**src/rtl/spi_pkg.sv**
```systemverilog
// Shared SPI slave definitions: frame controller state encodings and frame size.
package spi_pkg;

    localparam int FRAME_BITS = 8;
    localparam int CNT_W      = 4;

    // Count value on which the final edge of a byte arrives
    localparam logic [CNT_W-1:0] LAST_CNT = CNT_W'(FRAME_BITS - 1);

    localparam logic [2:0] ST_IDLE      = 3'd0;
    localparam logic [2:0] ST_GET_ADDR  = 3'd1;
    localparam logic [2:0] ST_GOT_ADDR  = 3'd2;
    localparam logic [2:0] ST_READ_LOAD = 3'd3;
    localparam logic [2:0] ST_READ_SEND = 3'd4;
    localparam logic [2:0] ST_WRITE_GET = 3'd5;
    localparam logic [2:0] ST_WRITE_DM  = 3'd6;
    localparam logic [2:0] ST_DONE      = 3'd7;

endpackage

```
**src/rtl/spi_bit_counter.sv**
```systemverilog
// Bit counter for SPI frame bytes; clear wins over enable and the count saturates.
module spi_bit_counter
    import spi_pkg::*;
(
    input  logic             clk,
    input  logic             reset,
    input  logic             clear,
    input  logic             enable,
    output logic [CNT_W-1:0] count
);

    always_ff @(posedge clk) begin
        if (reset || clear) begin
            count <= '0;
        end else if (enable && (count != '1)) begin
            count <= count + 1'b1;
        end
    end

endmodule

```
**src/rtl/spi_frame_ctrl.sv**
```systemverilog
// SPI slave frame controller: address byte, R/W decision, then one data byte in or out.
module spi_frame_ctrl
    import spi_pkg::*;
(
    input  logic       clk,
    input  logic       reset,
    input  logic       sclk_pos,
    input  logic       sclk_neg,
    input  logic       cs_cond,
    input  logic       sr_lsb,
    output logic       addr_we,
    output logic       sr_we,
    output logic       dm_we,
    output logic       miso_buff,
    output logic [2:0] state
);

    logic [2:0]       state_q;
    logic [2:0]       state_d;
    logic             cnt_en;
    logic             cnt_clr;
    logic [CNT_W-1:0] cnt;

    spi_bit_counter u_bit_counter (
        .clk    (clk),
        .reset  (reset),
        .clear  (cnt_clr),
        .enable (cnt_en),
        .count  (cnt)
    );

    // Held clear outside the counting states, so every counting state starts from 0
    assign cnt_clr = !((state_q == ST_GET_ADDR) || (state_q == ST_READ_SEND) ||
                       (state_q == ST_WRITE_GET));

    always_comb begin
        state_d = state_q;
        cnt_en  = 1'b0;
        case (state_q)
            ST_IDLE:      if (!cs_cond) state_d = ST_GET_ADDR;
            ST_GET_ADDR:  if (sclk_pos) begin
                              cnt_en = 1'b1;
                              if (cnt == LAST_CNT) state_d = ST_GOT_ADDR;
                          end
            ST_GOT_ADDR:  state_d = sr_lsb ? ST_READ_LOAD : ST_WRITE_GET;
            ST_READ_LOAD: state_d = ST_READ_SEND;
            ST_READ_SEND: if (sclk_neg) begin
                              cnt_en = 1'b1;
                              if (cnt == LAST_CNT) state_d = ST_DONE;
                          end
            ST_WRITE_GET: if (sclk_pos) begin
                              cnt_en = 1'b1;
                              if (cnt == LAST_CNT) state_d = ST_WRITE_DM;
                          end
            ST_WRITE_DM:  state_d = ST_DONE;
            ST_DONE:      state_d = ST_DONE;
            default:      state_d = ST_IDLE;
        endcase
        // Chip-select release aborts the frame ahead of any edge in the same cycle
        if (cs_cond && (state_q != ST_IDLE)) begin
            state_d = ST_IDLE;
            cnt_en  = 1'b0;
        end
    end

    always_ff @(posedge clk) begin
        if (reset) begin
            state_q <= ST_IDLE;
        end else begin
            state_q <= state_d;
        end
    end

    assign addr_we   = (state_q == ST_GOT_ADDR);
    assign sr_we     = (state_q == ST_READ_LOAD);
    assign dm_we     = (state_q == ST_WRITE_DM);
    assign miso_buff = (state_q == ST_READ_SEND);
    assign state     = state_q;

endmodule

```
**config.mk**
```make
export PLATFORM = sky130hd
export DESIGN_NAME = spi_frame_ctrl
export DESIGN_NICKNAME = d
export VERILOG_FILES = /design/src/rtl/spi_pkg.sv /design/src/rtl/spi_bit_counter.sv /design/src/rtl/spi_frame_ctrl.sv
export SDC_FILE = /design/constraint.sdc
export NUM_CORES = 1
export LEC_CHECK = 0
export ABC_AREA = 1
export CORE_AREA = 2 2 39 41
export CTS_CLUSTER_SIZE = 16
export DETAILED_ROUTE_END_ITERATION = 8
export DIE_AREA = 0 0 41 43
export SLEW_MARGIN = 5
export SYNTH_ARGS = -nofsm -noshare
export SYNTH_HDL_FRONTEND = slang
export SYNTH_SLANG_ARGS = --single-unit
```
**constraint.sdc**
```tcl
create_clock -name clk -period 1.4 [get_ports clk]
set_input_delay 0.28 -clock clk [delete_from_list [all_inputs] [get_ports clk]]
set_output_delay 0.28 -clock clk [all_outputs]
set_load 0.01 [all_outputs]
```
# Word level (Yosys, flattened, before mapping)
# Cells that the tools add are included.
# classes
eq_ne	16
n_reduce_logical	12
mux	13
n_addsub	1
# op_table
cell	count
$mux W3	8
$pmux W3 S7	1
$eq A3 B3 Y1 const B	4
$ne A2 B2 Y1 const B	4
$reduce_and A7 Y1	1
$eq A3 B2 Y1 const B	2
$ne A2 B1 Y1 const B	3
$reduce_or A2 Y1	3
$add A4 B1 Y4 const B	1
$eq A4 B3 Y1 const B	1
$ne A4 B4 Y1 const B	1
$eq A3 B1 Y1 const B	1
$logic_not A3 Y1	1
$logic_or A1 B1 Y1	3
$mux W1	3
$reduce_bool A3 Y1	1
$logic_and A1 B1 Y1	2
$pmux W1 S2	1
$logic_not A1 Y1	1
# totals
ff_bits	7
out_inout_bits	7
input_bits	6

# Logic depth before layout (Yosys ltp)
# logic_depth
depth_word	5
depth_mapped	8
depth_no_buf	8

# Hierarchy
# Synthesis repeated with hierarchy kept, for this count alone.
# unflattened
hier_cells	74
hier_area_um2	479.2
# modules_own_cells
module	area_per_inst_um2	cells_per_inst	instances
spi_frame_ctrl	260.2	43	1
spi_bit_counter	219.0	31	1

# Worst setup path before layout
# Ideal clock, no wire load.
# synth_path
path_type	reg2out
from	reg state_q[2], in the netlist state[2]
to	out dm_we
required_ps	1120
n_path_buf	0
t_arrival_ps	873
slack_ps	247
stages_incl_launch_ff	3
path_cell_list	dfxtp_1 -> inv_1 -> nor3_1
# synth_between
elab_chain_len	1
# synth_rtl
item	line_no	rtl
start: declaration	spi_frame_ctrl.sv:18	logic [2:0] state_q;
start signal: assignment	spi_frame_ctrl.sv:70	state_q <= state_d;
$eq A3 B3 Y1	spi_frame_ctrl.sv:76	assign dm_we = (state_q == ST_WRITE_DM);
end: declaration	spi_frame_ctrl.sv:13	output logic dm_we,
# Every way passes these cells.

# Final worst setup path
# layout_path
from	reg state_q[1], in the netlist state[1]
to	reg state_q[1], in the netlist state[1]
# layout_between
elab_chain_len	3
word_cells_on_any_way	21
classes_between	14 x eq/ne; 1 x mux; 6 x reduce/logical
# layout_rtl
item	line_no	rtl
$eq A3 B3 Y1, or another cell as far along	spi_frame_ctrl.sv:39	case (state_q)
$reduce_or A2 Y1 (no source line), or another cell as far along	--	
$pmux W3 S7, or another cell as far along	spi_frame_ctrl.sv:39	
# Several ways; a longest one is shown, not always the timed one.
# A chain may end at the register's enable or synchronous reset.

==> impl_metrics.tcl <==
set metrics [dict create \
    numPortBuffers 12 \
    post-route-worst-setup-slack_ps 106 \
    power.clock.fraction 0.193 \
    antenna_left 0 \
    grt_overflow_total 0 \
    worst-endpoint-arrival_ps 1450 \
    route.vias.total 510 \
    power_density_nw_per_um2 1410 \
    critical_path_required_ps 1560 \
    timing.final.setup_violations 0 \
    route.detailed.vias_per_inst 4.55 \
    crit_path_max_fanout 4 \
    synthesis.area_per_instance_um2 6.43 \
    drt-pass1-iter-count 3 \
    layout-drive-gt1-share 0.271 \
    detail_route.drc_violations 0 \
    initial_antenna_violation_count 0 \
    synth_seq_cells 7 \
    drt-total-wl_um 1140 \
    synth.cell_area_um2 463 \
    timing.critical_path.from_type "register" \
    synthDistinctLibCells 18 \
    floorplan.die.height_um 43 \
    cell_internal_pwr_uw 547 \
    unrepaired_setup_endpoints_after_global_routing "false" \
    cts_tree "done" \
    fp.coreArea_um2 1380 \
    timing.final.hold_violations 0 \
    postCtsSetupRepairBufs 0 \
    hold_path_class "register to register" \
    finalMaxSlewViolations 0 \
    area_grow_syn2layout_pct 44.3 \
    leakagePower_uw 0.000303 \
    cap_viol_max_count 0 \
    gr-usage-met3 0.0524 \
    timing.reg2reg.setup_slack_ps 110 \
    global_route.peak_usage_layer "met2" \
    vias_in_the_first_global_route 456 \
    filler_cell_count 140 \
    clock_tree_buffer_depth 2 \
    floorplan.initialDensity 0.335 \
    dpl_worst_slack_ps -1.96 \
    power_uw 942 \
    p_comb_frac 0.532 \
    gr-usage-met2 0.266 \
    cts-root-buf "clkbuf_4" \
    diodes 0 \
    hold-path-cell-count 2 \
    worst_slew_margin_rel 0.853 \
    critical_path_class "register to register" \
    numCtsBuffers 3 \
    post-place-cells 108 \
    endpoint_kind_of_the_worst_setup_timing_path "register" \
    pwr-share-seq 0.275 \
    fmax_mhz 773 \
    grt_start_max_net_pins 8 \
    synth_warnings 0 \
    die_area_um2 1760 \
    worst_pin_slew_ps 219 \
    drtIter0Drc 3 \
    numClockSinks 7 \
    post_layout_nonfiller_instances 112 \
    fp.dieW_um 41 \
    synth_seq_area_share 0.303 \
    grt_pass1_wl_um 1810 \
    mappedNetlistNets 79 \
    clock-skew-final_ps 10.4 \
    grt_util_all_layers 0.151 \
    switchingPower_uw 396 \
    place.gp.congestion 0.738 \
    place_hpwl_um 916 \
    p_sw_frac 0.420 \
    clock_h_tree_levels 1 \
    outcome "finished, final reports clean" \
    fin_tns_setup_ps 0 \
    timing.final.crit_share 0.924 \
    nNetsFinal 104 \
    syn-instance-count 72 \
    clock_pin_slew_worst_setup_and_hold_paths_ps 60 \
    wl_per_cell_um 10.2 \
    r2r.worst_path.cells 6 \
    std_cell_rows 14 \
    io_pins 13 \
    min_cycle_time_layout_ps 1290 \
    worst_skew_pair.late_latency_ps 250 \
    max-vdd-ir-drop_mv 0.775 \
    use_met1 0.160 \
]
## final timing paths
path / from / end
worst min-delay path: u_bit_counter.count[1] / u_bit_counter.count[1]
worst min register to register: u_bit_counter.count[1] / u_bit_counter.count[1]
worst max-delay path: state[1] / state[1]
worst max register to register: state[1] / state[1]
## final cells by class
cell class	count	area, um2	share of cell area
clock buffers	3	22.5	0.0337
clock inverters	1	5.00	0.00749
inverters	11	41.3	0.0618
multi-input cells	54	282	0.421
flip-flops and latches	7	141	0.212
well taps	16	20.0	0.0300
repair buffers	20	156	0.234
## critical path: stages, from the launching register on
cell	delay (ps)
dfxtp_1	330
buf_4	150
nor2_2	180
nand2_2	130
a21oi_2	160
inv_1	70
nor3_1	200
## through the flow
step | hold WS [ps] | instance area [um2] | utilization
3_5_place_dp | 491 | 663 | 0.479
4_1_cts | 501 | 683 | 0.494
3_3_place_gp | 490 | 663 | 0.479
2_1_floorplan | 430 | 463 | -
5_1_grt | 540 | 668 | 0.483
6_report | 500 | 668 | 0.483
## routing by layer
layer  up-vias  wire [um]
met2        12        562
met3         0         66
met5         -          0
met4         0          0
li1        280          -
met1       218        508
## power by group through the flow
stage | clock, uW | sequential, uW | combinational (uW)
after floorplan | 0 | 281 | 274
after global placement | 0 | 260 | 525
after detailed placement | 0 | 261 | 530
after CTS | 191 | 259 | 507
after global routing | 209 | 263 | 558
final | 182 | 259 | 501
## state kept, by name, summed over array words and instances (netlist names)
register / cells
u_bit_counter.count: 4
state: 3
## cells in the final DEF, fill, tap and decap left out, types with 2 or more instances in the layout
cell             instances
nor2_1                   8
dlygate4sd2_1            3
o21ai_1                  2
nand3_1                  8
nand2_1                 14
o21ai_0                  2
buf_4                    8
clkbuf_2                 4
inv_1                   10
nor3_1                   3
dfxtp_1                  6
clkbuf_4                 3
nor2_2                   3
clkdlybuf4s50_1          5
a21oi_1                  6
nand2_2                  2
## timing repair
item,4_1_cts,5_1_grt
setup endpoints to repair,7,4
hold buffers,0,0
cloned,0,0
resized for setup,8,9
## Yosys cell counts (all sizes together)
cell type | count | area, um2
ha | 1 | 12.5
a21oi | 8 | 55.1
o21ai | 4 | 20.0
nand4 | 1 | 6.26
xor2 | 1 | 8.76
inv | 11 | 41.3
dfxtp | 7 | 140
nor2 | 11 | 48.8
nand3 | 9 | 50.1
nor3 | 3 | 15.0
nand2 | 16 | 65.1
## cells by family after synthesis
| family | Yosys count | share of synthesized area |
|---|---|---|
| buffers and inverters | 11 | 0.0892 |
| flip-flops | 7 | 0.303 |
| AND/OR/NAND/NOR | 40 | 0.400 |
| AO/OA/AOI/OAI | 12 | 0.162 |
| XOR/XNOR | 1 | 0.0189 |
| adder cells (fa/ha/maj) | 1 | 0.0270 |
Note: power is estimated with default switching activity, not from simulation.
